===== config.mk =====
export PLATFORM = sky130hd
export DESIGN_NAME = uart_rx_flat
export DESIGN_NICKNAME = d
export VERILOG_FILES = /design/src/rtl/uart_pkg.sv /design/src/rtl/uart_rx_if.sv /design/src/rtl/uart_sync.sv /design/src/rtl/uart_rx.sv /design/src/flat_wrapper.sv
export SDC_FILE = /design/constraint.sdc
export NUM_CORES = 1
export LEC_CHECK = 0
export ABC_AREA = 0
export CORE_MARGIN = 5
export CORE_UTILIZATION = 49
export DETAILED_ROUTE_END_ITERATION = 7
export PLACE_DENSITY = 0.83
export SYNTH_ARGS = -nofsm -noshare
export SYNTH_HDL_FRONTEND = slang
export SYNTH_SLANG_ARGS = --single-unit

===== constraint.sdc =====
create_clock -name clk -period 1.7 [get_ports clk]
set_input_delay 0.17 -clock clk [delete_from_list [all_inputs] [get_ports clk]]
set_output_delay 0.17 -clock clk [all_outputs]
set_load 0.05 [all_outputs]

===== src/rtl/uart_pkg.sv =====
// uart_pkg: shared types and constants for the UART blocks.
//   DATA_BITS        - payload bits per frame (8N1 framing).
//   uart_rx_state_t  - receiver state encoding. uart_tx is expected to share
//                      this package for its own state type.
package uart_pkg;

  localparam int DATA_BITS = 8;

  typedef enum logic [2:0] {
    IDLE,
    START,
    DATA,
    STOP,
    WAIT_HIGH
  } uart_rx_state_t;

endpackage


===== src/rtl/uart_rx_if.sv =====
// uart_rx_if: byte output channel of the UART receiver.
//   data       - received byte, stable while valid is high
//   valid      - data holds an unconsumed byte
//   ready      - consumer accepts data on a valid&&ready cycle
//   frame_err  - one-cycle pulse, stop bit sampled low
//   overrun    - one-cycle pulse, good byte dropped because holding reg was full
// master: the receiver side. slave: the consumer side.
interface uart_rx_if;
  import uart_pkg::*;

  logic [DATA_BITS-1:0] data;
  logic                 valid;
  logic                 ready;
  logic                 frame_err;
  logic                 overrun;

  modport master (
    output data,
    output valid,
    output frame_err,
    output overrun,
    input  ready
  );

  modport slave (
    input  data,
    input  valid,
    input  frame_err,
    input  overrun,
    output ready
  );

endinterface


===== src/rtl/uart_sync.sv =====
// uart_sync: two-flop synchroniser for a single asynchronous input.
//   clk       - destination clock
//   rst_n     - asynchronous active-low reset; both flops load RESET_VAL
//   d         - asynchronous input
//   q         - synchronised output, two clk cycles of latency
module uart_sync #(
  parameter logic RESET_VAL = 1'b1
) (
  input  logic clk,
  input  logic rst_n,
  input  logic d,
  output logic q
);

  logic meta;

  always_ff @(posedge clk or negedge rst_n) begin
    if (!rst_n) begin
      meta <= RESET_VAL;
      q    <= RESET_VAL;
    end else begin
      meta <= d;
      q    <= meta;
    end
  end

endmodule


===== src/rtl/uart_rx.sv =====
// uart_rx: 8N1 UART receiver, LSB first, oversampled at CLKS_PER_BIT.
//   clk    - system clock, rising edge
//   rst_n  - asynchronous active-low reset
//   rx     - serial line, asynchronous, idles high
//   out    - byte channel (uart_rx_if.master): data/valid/ready plus
//            frame_err and overrun pulses
//
// state     | meaning
// ----------+----------------------------------------------------------
// IDLE      | line high, waiting for a falling edge on rx_s
// START     | timing to mid start bit to confirm it is not a glitch
// DATA      | sampling 8 data bits at mid-bit, LSB first
// STOP      | timing to mid stop bit; high = good byte, low = frame error
// WAIT_HIGH | after a frame error, wait for the line to return high
module uart_rx
  import uart_pkg::*;
#(
  parameter int CLKS_PER_BIT = 16
) (
  input  logic       clk,
  input  logic       rst_n,
  input  logic       rx,
  uart_rx_if.master  out
);

  localparam int CNT_W = $clog2(CLKS_PER_BIT);
  localparam int IDX_W = $clog2(DATA_BITS);
  localparam logic [CNT_W-1:0] CNT_MID  = CNT_W'(CLKS_PER_BIT / 2 - 1);
  localparam logic [CNT_W-1:0] CNT_LAST = CNT_W'(CLKS_PER_BIT - 1);
  localparam logic [IDX_W-1:0] IDX_LAST = IDX_W'(DATA_BITS - 1);

  if (CLKS_PER_BIT < 4 || (CLKS_PER_BIT % 2) != 0) begin : g_bad_cpb
    $error("uart_rx: CLKS_PER_BIT must be even and >= 4");
  end

  logic rx_s;

  uart_sync #(.RESET_VAL(1'b1)) u_sync (
    .clk   (clk),
    .rst_n (rst_n),
    .d     (rx),
    .q     (rx_s)
  );

  uart_rx_state_t       state, state_nxt;
  logic [CNT_W-1:0]     cnt, cnt_nxt;
  logic [IDX_W-1:0]     bit_idx, bit_idx_nxt;
  logic [DATA_BITS-1:0] shift, shift_nxt;
  logic                 stop_good, stop_bad;

  always_ff @(posedge clk or negedge rst_n) begin
    if (!rst_n) begin
      state   <= IDLE;
      cnt     <= '0;
      bit_idx <= '0;
      shift   <= '0;
    end else begin
      state   <= state_nxt;
      cnt     <= cnt_nxt;
      bit_idx <= bit_idx_nxt;
      shift   <= shift_nxt;
    end
  end

  // Timing is measured from the synchronised start edge only; the first
  // sample lands half a bit in, every later one a full bit after that.
  always_comb begin
    state_nxt   = state;
    cnt_nxt     = cnt + CNT_W'(1);
    bit_idx_nxt = bit_idx;
    shift_nxt   = shift;
    unique case (state)
      IDLE: begin
        cnt_nxt = '0;
        if (!rx_s) state_nxt = START;
      end
      START: begin
        if (cnt == CNT_MID) begin
          cnt_nxt     = '0;
          bit_idx_nxt = '0;
          state_nxt   = rx_s ? IDLE : DATA;
        end
      end
      DATA: begin
        if (cnt == CNT_LAST) begin
          cnt_nxt   = '0;
          shift_nxt = {rx_s, shift[DATA_BITS-1:1]};
          if (bit_idx == IDX_LAST) state_nxt = STOP;
          else bit_idx_nxt = bit_idx + IDX_W'(1);
        end
      end
      STOP: begin
        if (cnt == CNT_LAST) begin
          cnt_nxt   = '0;
          state_nxt = rx_s ? IDLE : WAIT_HIGH;
        end
      end
      WAIT_HIGH: begin
        cnt_nxt = '0;
        if (rx_s) state_nxt = IDLE;
      end
      default: begin
        cnt_nxt   = '0;
        state_nxt = IDLE;
      end
    endcase
  end

  always_comb begin
    stop_good = 1'b0;
    stop_bad  = 1'b0;
    if (state == STOP && cnt == CNT_LAST) begin
      stop_good = rx_s;
      stop_bad  = !rx_s;
    end
  end

  // Holding register loads on the same edge the FSM leaves STOP. A byte
  // arriving while the old one is being handed off replaces it.
  always_ff @(posedge clk or negedge rst_n) begin
    if (!rst_n) begin
      out.data      <= '0;
      out.valid     <= 1'b0;
      out.frame_err <= 1'b0;
      out.overrun   <= 1'b0;
    end else begin
      out.frame_err <= stop_bad;
      out.overrun   <= 1'b0;
      if (stop_good) begin
        if (!out.valid || out.ready) begin
          out.data  <= shift;
          out.valid <= 1'b1;
        end else begin
          out.overrun <= 1'b1;
        end
      end else if (out.valid && out.ready) begin
        out.valid <= 1'b0;
      end
    end
  end

endmodule

===== src/flat_wrapper.sv =====
// flat-port wrapper written by rule: the top's interface ports become plain ports
module uart_rx_flat import uart_pkg::*;
#(
  parameter int CLKS_PER_BIT = 16
)
  (clk, rst_n, rx, out_data, out_valid, out_frame_err, out_overrun, out_ready);
  uart_rx_if out_i ();
  input  logic clk;
  input  logic rst_n;
  input  logic rx;
  output wire logic [$bits(out_i.data)-1:0] out_data;
  output wire logic [$bits(out_i.valid)-1:0] out_valid;
  output wire logic [$bits(out_i.frame_err)-1:0] out_frame_err;
  output wire logic [$bits(out_i.overrun)-1:0] out_overrun;
  input wire logic [$bits(out_i.ready)-1:0] out_ready;
  assign out_data = out_i.data;
  assign out_valid = out_i.valid;
  assign out_frame_err = out_i.frame_err;
  assign out_overrun = out_i.overrun;
  assign out_i.ready = out_ready;
  uart_rx #(.CLKS_PER_BIT(CLKS_PER_BIT)) u_core (.clk(clk), .rst_n(rst_n), .rx(rx), .out(out_i));
endmodule

==> impl_metrics.yaml <==
detailed_routing:
  firstDrtPassIters: 4
  post_drt_wl_per_cell_um: 15.7
  num_vias: 875
  drt_iter0_drc: 19
  wirelength_um: 2580
  vias_per_cell: 5.34
  ant_nets: 0
  drc: 0
finish:
  final_common_cell: "dfrtp_1"
  finalNonFillerCells: 164
  drive_gt1_share_pct: 39.1
  nets: 139
  layout_common_cells: "29 x dfrtp_1, 14 x buf_4, 11 x mux2_4"
  area_growth_pct: 32.3
  diodes: 0
  fin_area_mm2: 0.00177
  fillers: 185
die:
  start_util_pct: 49.9
  chipHeight_um: 62.3
  fp.dieW_um: 62.3
  ios: 15
  core_mm2: 0.00269
  rows: 19
  die_area_mm2: 0.00388
synth:
  synth-seq-area-share_pct: 58.0
  yosysWarnings: 0
  syn_nets: 107
  netlist_area_mm2: 0.00134
  syn_inst: 100
  avgSynthCellArea_um2: 13.4
  synth_seq_cells: 31
  synth.distinct_cells: 34
place:
  post_dp_cell_area_mm2: 0.00159
  place_inst: 152
  place_hpwl_um: 1690
  pre_cts_ws_ns: -0.0686
  io_buffers: 14
  place.gp.congestion: 0.775
cts:
  clk_latency_ns: 0.33
  cts_hold_buffers: 0
  ctsRootBufferMaster: "clkbuf_4"
  clkSinkCount: 31
  cts_buffers: 5
  cts_buffer_depth: 2
  clkTransAtPathRegs_ns: 0.09
  cts_tree: "built"
  htree_levels: 2
sta:
  period_needed_ns: 1.72
  skew_ns: 0.00987
  period_share_pct: 101
  hold_ws_ns: 0.217
  finalSetupTns_ns: -0.0464
  worst_pin_slew_ns: 0.519
  slew_headroom_pct: 65.4
  finalSetupViolCount: 3
  drv_slew: 0
  rsz0062_at_grt: "yes"
  finalHoldViolations: 0
  clock.fmax_mhz: 582
  worst_slack_ns: -0.0195
critical_path:
  r2r_slack_ns: -0.02
  crit_slowest_cell: "dfrtp_1"
  end_kind: "flop"
  slowest_delay_ns: 0.40
  cp.required_ns: 1.91
  start_kind: "flop"
  crit_arrival_ns: 1.93
  path_class: "reg -> reg"
  cp_max_fo: 3
  path_cells: "ha_2 > ha_4 > nand4bb_1 > a211o_2 > mux2_4"
power:
  p_per_area_mw_per_mm2: 1190
  p_leak_nw: 0.983
  vdd_drop_max_mv: 1.02
global_routing:
  grt_pass1_wl_um: 4120
  overflow: 0
  grtUsageTotal_pct: 13.5
  grt_max_degree: 32
  first_global_vias: 900
  antenna_found_initial: 0
status:
  status: "finished, violations left"
  violations: "setup timing"
hold_path:
  hold_path_class: "in -> async"
flow_run:
  maxCapViolations: 0
[per-stage QoR]
step	total power, W	util (%)
3_3_place_gp	0.00145	59.2
2_1_floorplan	0.00130	-
4_1_cts	0.00209	63.2
5_1_grt	0.00223	66.0
6_report	0.00212	66.0
3_5_place_dp	0.00149	59.2
[flip-flops by register name, summed over array words and instances (netlist names)]
signal / count
u_core.out.frame_err: 1
u_core.shift: 8
u_core.out.valid: 1
u_core.out.data: 8
u_core.state: 3
u_core.bit_idx: 3
u_core.u_sync.q: 1
u_core.u_sync.meta: 1
u_core.cnt: 4
u_core.out.overrun: 1
[where the power goes]
group | internal [W] | leakage, nW | total [W] | switching [W]
Combinational | 0.000295 | 0.523 | 0.000622 | 0.000327
Clock | 0.000347 | 0.0482 | 0.000597 | 0.000249
Sequential | 0.000835 | 0.412 | 0.000897 | 0.0000623
Total | 0.00148 | 0.983 | 0.00212 | 0.000638
[cell usage after synthesis (all sizes together)]
library cell	number	share of area, %
a311oi	1	0.65
mux2	19	17
nand4bb	1	0.84
nand4	1	0.47
o221ai	1	0.65
ha	3	2.8
nor4	2	0.93
nand3	2	0.75
xnor2	1	0.65
a31oi	1	0.47
nor3	1	0.37
xor2	1	0.65
nand4b	1	0.65
clkbuf	1	0.28
nand3b	1	0.56
a21oi	3	1.1
nor3b	2	2.0
nand2	4	1.1
dfstp	2	3.9
nor2	6	1.9
a211o	1	0.75
inv	2	0.56
nand2b	2	0.93
and2	2	0.93
or2	2	0.93
and3	3	1.4
dfrtp	29	54
or3b	1	0.65
buf	3	1.6
o2111ai	1	0.65
[worst paths after layout]
kind,endpoint,cells past startpoint,start
worst min-delay path,u_core.cnt[0],2,rst_n
max in group asynchronous,u_core.u_sync.meta,2,rst_n
min in group clk,u_core.u_sync.meta,1,rx
worst max register to register,u_core.bit_idx[0],5,u_core.bit_idx[1]
worst max-delay path,u_core.bit_idx[0],5,u_core.bit_idx[1]
worst min register to register,u_core.u_sync.q,0,u_core.u_sync.meta
[cell type report]
class                      count  area, um2  share of cell area [%]
clock buffer                   6       51.3                    2.89
tap                           31       38.8                    2.19
multi-input combinational     63        578                    32.6
timing repair buffer          29        285                    16.1
sequential                    31        778                    43.9
inverter                       2       7.51                   0.423
clock inverter                 2       35.0                    1.97
[metal layers]
layer / vias to the layer above / routed length (um) / part of all wire (%) / track usage [%]
met5: - / 0 / 0 / 0
met4: 0 / 40 / 1.6 / 4.77
met3: 6 / 127 / 4.9 / 5.95
met2: 17 / 1290 / 50 / 23.1
met1: 428 / 1130 / 44 / 14.7
li1: 424 / - / - / -
[repair_timing]
action                                  CTS  global route
gates cloned                              0             0
gates resized for setup                   2            18
pin swaps                                 2             7
buffers inserted                          2             2
endpoints found under the setup margin    3            19
[worst max-delay path, delay by kind of cell, from the launching register on]
family / cells / cell delay, ns
mux: 1 / 0.31
fa+ha+maj: 2 / 0.37
compound gates: 1 / 0.36
simple gates: 1 / 0.18
flops: 1 / 0.40
[logic make-up after synthesis]
kind of cell               share of synthesized area [%]
AOI/OAI and AO/OA                                   4.29
xor gates and xnor gates                            1.31
adders and majority gates                           2.80
buffers and inverters                               2.43
DFF                                                 58.0
muxes                                               16.8
and+or+nand+nor                                     14.4
Note: power is estimated with default switching activity, not from simulation.
